===== config.mk =====
export PLATFORM = sky130hd
export DESIGN_NAME = axi_chan_fifo_flat
export DESIGN_NICKNAME = d
export VERILOG_FILES = /design/src/rtl/axi_chan_fifo_if.sv /design/src/rtl/axi_chan_fifo.sv /design/src/flat_wrapper.sv
export SDC_FILE = /design/constraint.sdc
export NUM_CORES = 1
export LEC_CHECK = 0
export CORE_ASPECT_RATIO = 1.75
export CORE_MARGIN = 1
export CORE_UTILIZATION = 45
export CTS_CLUSTER_SIZE = 25
export DETAILED_ROUTE_END_ITERATION = 6
export PLACE_DENSITY = 0.72
export SLEW_MARGIN = 20
export SYNTH_ARGS = -nofsm -noshare
export SYNTH_HDL_FRONTEND = slang
export SYNTH_SLANG_ARGS = --single-unit

===== constraint.sdc =====
create_clock -name IP_CLK -period 7.15 [get_ports IP_CLK]
set_input_delay 0.715 -clock IP_CLK [delete_from_list [all_inputs] [get_ports IP_CLK]]
set_output_delay 0.715 -clock IP_CLK [all_outputs]
set_load 0.05 [all_outputs]

===== src/rtl/axi_chan_fifo_if.sv =====
// Handshake bundle for one buffered AXI channel: packed {valid,payload} input
// side and split valid/ready/payload output side, plus the per-beat sideband.
// Latency/backpressure: none of its own; carries S_READY and M_READY unchanged.
//
// Signals:
//   S_DATA  [DATA_W:0]   producer -> FIFO, MSB is the beat valid
//   S_USER  [USER_W-1:0] producer -> FIFO, sideband sampled with S_DATA
//   S_READY              FIFO -> producer
//   M_VALID              FIFO -> consumer
//   M_DATA  [DATA_W-1:0] FIFO -> consumer
//   M_USER  [USER_W-1:0] FIFO -> consumer
//   M_READY              consumer -> FIFO
// Modports: slave = the FIFO itself, master = the environment around it.
interface axi_chan_fifo_if #(
  parameter int DATA_W = 32,
  parameter int USER_W = 1
);
  logic [DATA_W:0]   S_DATA;
  logic [USER_W-1:0] S_USER;
  logic              S_READY;
  logic              M_VALID;
  logic [DATA_W-1:0] M_DATA;
  logic [USER_W-1:0] M_USER;
  logic              M_READY;

  modport slave (
    input  S_DATA, S_USER, M_READY,
    output S_READY, M_VALID, M_DATA, M_USER
  );

  modport master (
    output S_DATA, S_USER, M_READY,
    input  S_READY, M_VALID, M_DATA, M_USER
  );
endinterface


===== src/rtl/axi_chan_fifo.sv =====
// DEPTH-entry first-word-fall-through FIFO for one AXI channel with sideband.
// Latency: 1 cycle from push to M_VALID; 1 beat/cycle sustained throughput.
// Backpressure: S_READY depends only on registered COUNT (low when full, or in reset).
//
// Ports:
//   IP_CLK     in   single clock, rising edge
//   IP_ARESET  in   asynchronous, active-high reset
//   bus        if   axi_chan_fifo_if.slave (S_DATA/S_USER/S_READY in, M_* out)
//   COUNT      out  entries currently held, 0..DEPTH
//   STALL_CNT  out  saturating count of cycles with M_VALID && !M_READY
//
// Build option: define AXI_CHAN_FIFO_STALL_CNT_EN to build the stall counter;
// without it STALL_CNT is tied to zero and the port list stays the same.
module axi_chan_fifo #(
  parameter  int DATA_W = 32,
  parameter  int USER_W = 1,
  parameter  int DEPTH  = 4,
  localparam int CNT_W  = $clog2(DEPTH + 1),
  localparam int PTR_W  = $clog2(DEPTH)
) (
  input  logic             IP_CLK,
  input  logic             IP_ARESET,
  axi_chan_fifo_if.slave   bus,
  output logic [CNT_W-1:0] COUNT,
  output logic [31:0]      STALL_CNT
);

  localparam logic [CNT_W-1:0] FULL_CNT = CNT_W'(DEPTH);
  localparam logic [PTR_W-1:0] PTR_ONE  = PTR_W'(1);
  localparam logic [CNT_W-1:0] CNT_ONE  = CNT_W'(1);

  // Storage and pointers. Pointers are exactly log2(DEPTH) wide, so the
  // DEPTH-1 -> 0 wrap is plain binary overflow.
  logic [DATA_W-1:0] data_q [DEPTH];
  logic [USER_W-1:0] user_q [DEPTH];
  logic [PTR_W-1:0]  wr_ptr_q, wr_ptr_d;
  logic [PTR_W-1:0]  rd_ptr_q, rd_ptr_d;
  logic [CNT_W-1:0]  count_q,  count_d;

  logic              in_vld;
  logic [DATA_W-1:0] in_dat;
  logic              s_ready;
  logic              m_valid;
  logic              push;
  logic              pop;

  assign in_vld = bus.S_DATA[DATA_W];
  assign in_dat = bus.S_DATA[DATA_W-1:0];

  // Ready is held low during reset so nothing can be counted as accepted
  // while state is being discarded. It never looks at M_READY: a full FIFO
  // refuses input even if the head is leaving in the same cycle.
  assign s_ready = (count_q != FULL_CNT) && !IP_ARESET;
  assign m_valid = (count_q != '0);

  assign push = in_vld && s_ready;
  assign pop  = m_valid && bus.M_READY;

  always_comb begin
    wr_ptr_d = wr_ptr_q;
    rd_ptr_d = rd_ptr_q;
    count_d  = count_q;
    if (push) begin
      wr_ptr_d = wr_ptr_q + PTR_ONE;
    end
    if (pop) begin
      rd_ptr_d = rd_ptr_q + PTR_ONE;
    end
    // Simultaneous push and pop leaves the occupancy unchanged.
    case ({push, pop})
      2'b10:   count_d = count_q + CNT_ONE;
      2'b01:   count_d = count_q - CNT_ONE;
      default: count_d = count_q;
    endcase
  end

  always_ff @(posedge IP_CLK or posedge IP_ARESET) begin
    if (IP_ARESET) begin
      wr_ptr_q <= '0;
      rd_ptr_q <= '0;
      count_q  <= '0;
    end else begin
      wr_ptr_q <= wr_ptr_d;
      rd_ptr_q <= rd_ptr_d;
      count_q  <= count_d;
    end
  end

  // The array is cleared on reset so the fall-through output reads zero
  // while empty after reset instead of stale payload.
  always_ff @(posedge IP_CLK or posedge IP_ARESET) begin
    if (IP_ARESET) begin
      for (int i = 0; i < DEPTH; i++) begin
        data_q[i] <= '0;
        user_q[i] <= '0;
      end
    end else if (push) begin
      data_q[wr_ptr_q] <= in_dat;
      user_q[wr_ptr_q] <= bus.S_USER;
    end
  end

  // Fall-through head: the entry at rd_ptr is always on the output, so a
  // beat written at edge n is presented right after that edge.
  assign bus.S_READY = s_ready;
  assign bus.M_VALID = m_valid;
  assign bus.M_DATA  = data_q[rd_ptr_q];
  assign bus.M_USER  = user_q[rd_ptr_q];
  assign COUNT       = count_q;

`ifdef AXI_CHAN_FIFO_STALL_CNT_EN
  logic [31:0] stall_q, stall_d;

  // Counts cycles where a beat is offered but refused; sticks at all-ones.
  always_comb begin
    stall_d = stall_q;
    if (m_valid && !bus.M_READY && (stall_q != 32'hFFFF_FFFF)) begin
      stall_d = stall_q + 32'd1;
    end
  end

  always_ff @(posedge IP_CLK or posedge IP_ARESET) begin
    if (IP_ARESET) begin
      stall_q <= '0;
    end else begin
      stall_q <= stall_d;
    end
  end

  assign STALL_CNT = stall_q;
`else
  assign STALL_CNT = 32'd0;
`endif

endmodule


===== src/flat_wrapper.sv =====
// flat-port wrapper written by rule: the top's interface ports become plain ports
module axi_chan_fifo_flat 
#(
  parameter  int DATA_W = 32,
  parameter  int USER_W = 1,
  parameter  int DEPTH  = 4,
  localparam int CNT_W  = $clog2(DEPTH + 1),
  localparam int PTR_W  = $clog2(DEPTH)
)
  (IP_CLK, IP_ARESET, COUNT, STALL_CNT, bus_S_DATA, bus_S_USER, bus_M_READY, bus_S_READY, bus_M_VALID, bus_M_DATA, bus_M_USER);
  axi_chan_fifo_if #(.DATA_W(DATA_W), .USER_W(USER_W)) bus_i ();
  input  logic IP_CLK;
  input  logic IP_ARESET;
  output logic [CNT_W-1:0] COUNT;
  output logic [31:0] STALL_CNT;
  input wire logic [$bits(bus_i.S_DATA)-1:0] bus_S_DATA;
  input wire logic [$bits(bus_i.S_USER)-1:0] bus_S_USER;
  input wire logic [$bits(bus_i.M_READY)-1:0] bus_M_READY;
  output wire logic [$bits(bus_i.S_READY)-1:0] bus_S_READY;
  output wire logic [$bits(bus_i.M_VALID)-1:0] bus_M_VALID;
  output wire logic [$bits(bus_i.M_DATA)-1:0] bus_M_DATA;
  output wire logic [$bits(bus_i.M_USER)-1:0] bus_M_USER;
  assign bus_i.S_DATA = bus_S_DATA;
  assign bus_i.S_USER = bus_S_USER;
  assign bus_i.M_READY = bus_M_READY;
  assign bus_S_READY = bus_i.S_READY;
  assign bus_M_VALID = bus_i.M_VALID;
  assign bus_M_DATA = bus_i.M_DATA;
  assign bus_M_USER = bus_i.M_USER;
  axi_chan_fifo #(.DATA_W(DATA_W), .USER_W(USER_W), .DEPTH(DEPTH)) u_core (.IP_CLK(IP_CLK), .IP_ARESET(IP_ARESET), .bus(bus_i), .COUNT(COUNT), .STALL_CNT(STALL_CNT));
endmodule

==> out/qor.txt <==
========================================================================================================
Outcome                                                                                        completed
Slew Limit Fails                                                                                       0
Instance count along the most critical hold path                                                       1
Pin count of the biggest net entering global routing                                                  93
Last weighted congestion value of the routability-driven placer                                    0.735
X dimension of the die                                                                           92.5 um
H-tree depth                                                                                           4
Number of global-route vias before repair                                                          3,997
Synth unique cells                                                                                    21
Yosys synthesis warning count                                                                          0
Die Height                                                                                        160 um
Count of nets after finishing                                                                        514
Initial core utilization                                                                           0.464
Final Hold Violating Endpoints                                                                         0
Delay of the slowest cell on the worst path                                                       730 ps
Fraction of layout instances using a drive strength above 1                                        0.442
Setup-violating endpoint count in the final report                                                     0
Hold bufs inserted after CTS                                                                           0
Critical path endpoint category                                                             primary output
Standard cell core area                                                                      13,900 um^2
Transition time at the pin with the least slew margin                                            1080 ps
Post-route DRC violation count                                                                         0
PostCTS Resize Cnt                                                                                     0
Number of antenna violations at the first check in global routing                                      1
Number of instances in the synthesized netlist                                                       394
Critical Path, Cell by Cell                                                                 buf_4 > mux4_2 > clkdlybuf4s50_1
Tot GR Track Use                                                                                   0.186
Final total negative setup slack                                                                    0 ps
Class of the most critical hold timing path                                                   reg -> reg
Post-CTS clock slew at the launch and capture registers of the worst setup and hold paths          60 ps
Crit path DAT                                                                                    2880 ps
HPWL after detailed placement                                                                    7880 um
Fin Clk Skew                                                                                     11.1 ps
Worst setup slack for register-to-register paths                                                 4570 ps
Final Cycle Share                                                                                  0.503
CTS Buffer Depth                                                                                       2
CTS Sinks                                                                                            139
Sequential share of the synthesized area                                                           0.539
Mean number of vias per cell                                                                        5.23
Leading cell type by number of instances after synthesis                                         dfrtp_1
Number of setup buffers added after CTS                                                                0
IO Port Bufs                                                                                          74
Worst min-delay path endpoint                                                               u_core.data_q[60]$_DFFE_PP0P_
Highest clock frequency the design can meet                                                      278 MHz
Crit Reg-Reg Startpoint                                                                     u_core.COUNT[0]$_DFFE_PP0P_
Most used standard cells in the synthesized netlist                                         139 x dfrtp_1, 133 x mux2_2, 33 x mux4_2, 32 x buf_4, 12 x clkbuf_8
Buffer and inverter count on the worst path                                                            2
Post-synthesis area per instance                                                               16.4 um^2
Avg WL per Cell                                                                                  18.8 um
HP Start                                                                                    u_core.data_q[60]$_DFFE_PP0P_
Root buffer selected by CTS                                                                    clkbuf_16
FF-to-FF End                                                                                u_core.COUNT[2]$_DFFE_PP0P_
Unrepaired setup endpoints after global routing                                                       no
Critical path required time                                                                      6430 ps
Count of nets left with antenna violations after detail routing                                        0
Post-synth ARST share                                                                               1.00
Number of top-level pins                                                                             107
First-pass GRT wire length                                                                     20,800 um
Flip-flop cell with the highest count after synthesis                                            dfrtp_1
Area overhead of the layout relative to synthesis                                                  20.6%
Final critical-path required period                                                              3590 ps
Number of flops mapped to enable cells by yosys                                                        0
First drt pass iteration count                                                                         4
Number of stages on the worst setup path                                                               3
Total Die Area                                                                               14,800 um^2
Total wirelength of the detailed-routed design                                                 12,500 um
CP Max Fanout                                                                                         19
Cell family with the largest share of critical-path delay                                   buffers and inverters
Number of vias in the routed layout                                                                3,462
Cell Area, Synth                                                                               6450 um^2
Cell with the largest stage delay on the worst path                                              dfrtp_2
Total overflow reported by the global router                                                           0
Count of cells along the worst register-to-register path                                               9
Violation count after the first detailed-routing iteration                                           138
Worst setup startpoint                                                                      u_core.rd_ptr_q[0]$_DFFE_PP0P_
Kind of start point of the critical path                                                            flop
Synth top area cells                                                                        dfrtp_1 54%, mux2_2 23%, mux4_2 12%, buf_4 3.7%, clkbuf_8 2.6%
Top cell type by total area after synthesis                                                      dfrtp_1
Worst slew margin relative to its limit                                                            0.277
Max-cap check violation count                                                                          0
Portion of synthesized cell area occupied by the leading cell type                                 0.539
Clock tree from TritonCTS                                                                           done
Flip-flop and latch count after synthesis                                                            139
Placement row count                                                                                   57
Inserted Clock Buffers                                                                                17
Filler Cells Inserted                                                                              1,149
Startpoint-to-endpoint class of the critical path                                             reg -> out
Clk_lat worst skew                                                                                410 ps
========================================================================================================
## state kept, by name, summed over array words and instances (netlist names)
name	count
u_core.rd_ptr_q	2
u_core.wr_ptr_q	2
u_core.COUNT	3
u_core.user_q	4
u_core.data_q	128
## cell type report
| cell class | instances | area, um^2 | share of cell area |
|---|---|---|---|
| Clock buffer | 19 | 453 | 0.0582 |
| Timing Repair Buffer | 80 | 790 | 0.101 |
| Sequential cell | 139 | 3480 | 0.447 |
| Clock inverter | 13 | 165 | 0.0212 |
| Antenna cell | 1 | 2.50 | 0.000322 |
| Inverter | 7 | 31.3 | 0.00402 |
| Tap cell | 177 | 221 | 0.0285 |
| Multi-Input combinational cell | 226 | 2640 | 0.339 |
## logic make-up (layout without fill, tap and decap cells)
group,count (synthesis),in the layout,share of synthesized area
other cells,1,33,0.000582
xor+xnor,6,6,0.00815
buf+inv,60,119,0.0737
fa+ha+maj,6,6,0.0128
mux,167,167,0.349
compound gates,1,1,0.00155
flops,139,139,0.539
simple gates,14,14,0.0146
## worst reg2reg max path: cells and delay by family, from the launching register on
family,cells,cell delay [ps]
XOR/XNOR,2,300
adder cells (fa/ha/maj),2,550
buffers and inverters,2,180
flip-flops,1,450
AND/OR/NAND/NOR,3,1050
## stage by stage
stage	utilization	hold slack (ps)	cells	area (um^2)	worst slack, ps
final	0.559	501	662	7780	3560
after global routing	0.559	509	662	7780	3410
after CTS	0.559	504	661	7770	3490
after detailed placement	0.514	492	629	7150	3930
after global placement	0.514	483	629	7150	3940
after floorplan	-	475	425	6560	2500
## per-layer routing
| metal | part of all wire | vias up | global-route usage |
|---|---|---|---|
| met4 | 0.015 | 0 | 0.0810 |
| met1 | 0.40 | 1853 | 0.219 |
| met5 | 0 | - | 0 |
| met3 | 0.026 | 15 | 0.0379 |
| li1 | - | 1516 | - |
| met2 | 0.56 | 78 | 0.324 |
## worst max-delay path by stage
stage	end	slack (ps)
2_1_floorplan	u_core.COUNT[0]$_DFFE_PP0P_	2500
3_3_place_gp	bus_M_USER	3940
3_5_place_dp	bus_M_USER	3930
4_1_cts	bus_M_USER	3490
5_1_grt	bus_M_DATA[28]	3410
6_report	bus_M_DATA[29]	3560
## cell usage in the layout (no fill, tap or decap), drive strengths merged
cell type,n
inv,9
fa,1
xor2,3
nand2,5
buf,6
mux4,33
nor3,4
clkdlybuf4s50,74
mux2i,1
clkinvlp,4
clkinv,4
nor3b,2
conb,32
clkbuf,19
or3,1
diode,1
xnor2,3
bufinv,3
dfrtp,139
ha,5
nor2,2
mux2,133
o31a,1
Power is not shown: default switching activity piles up to over one toggle a cycle in this logic, so the estimate is an artifact.
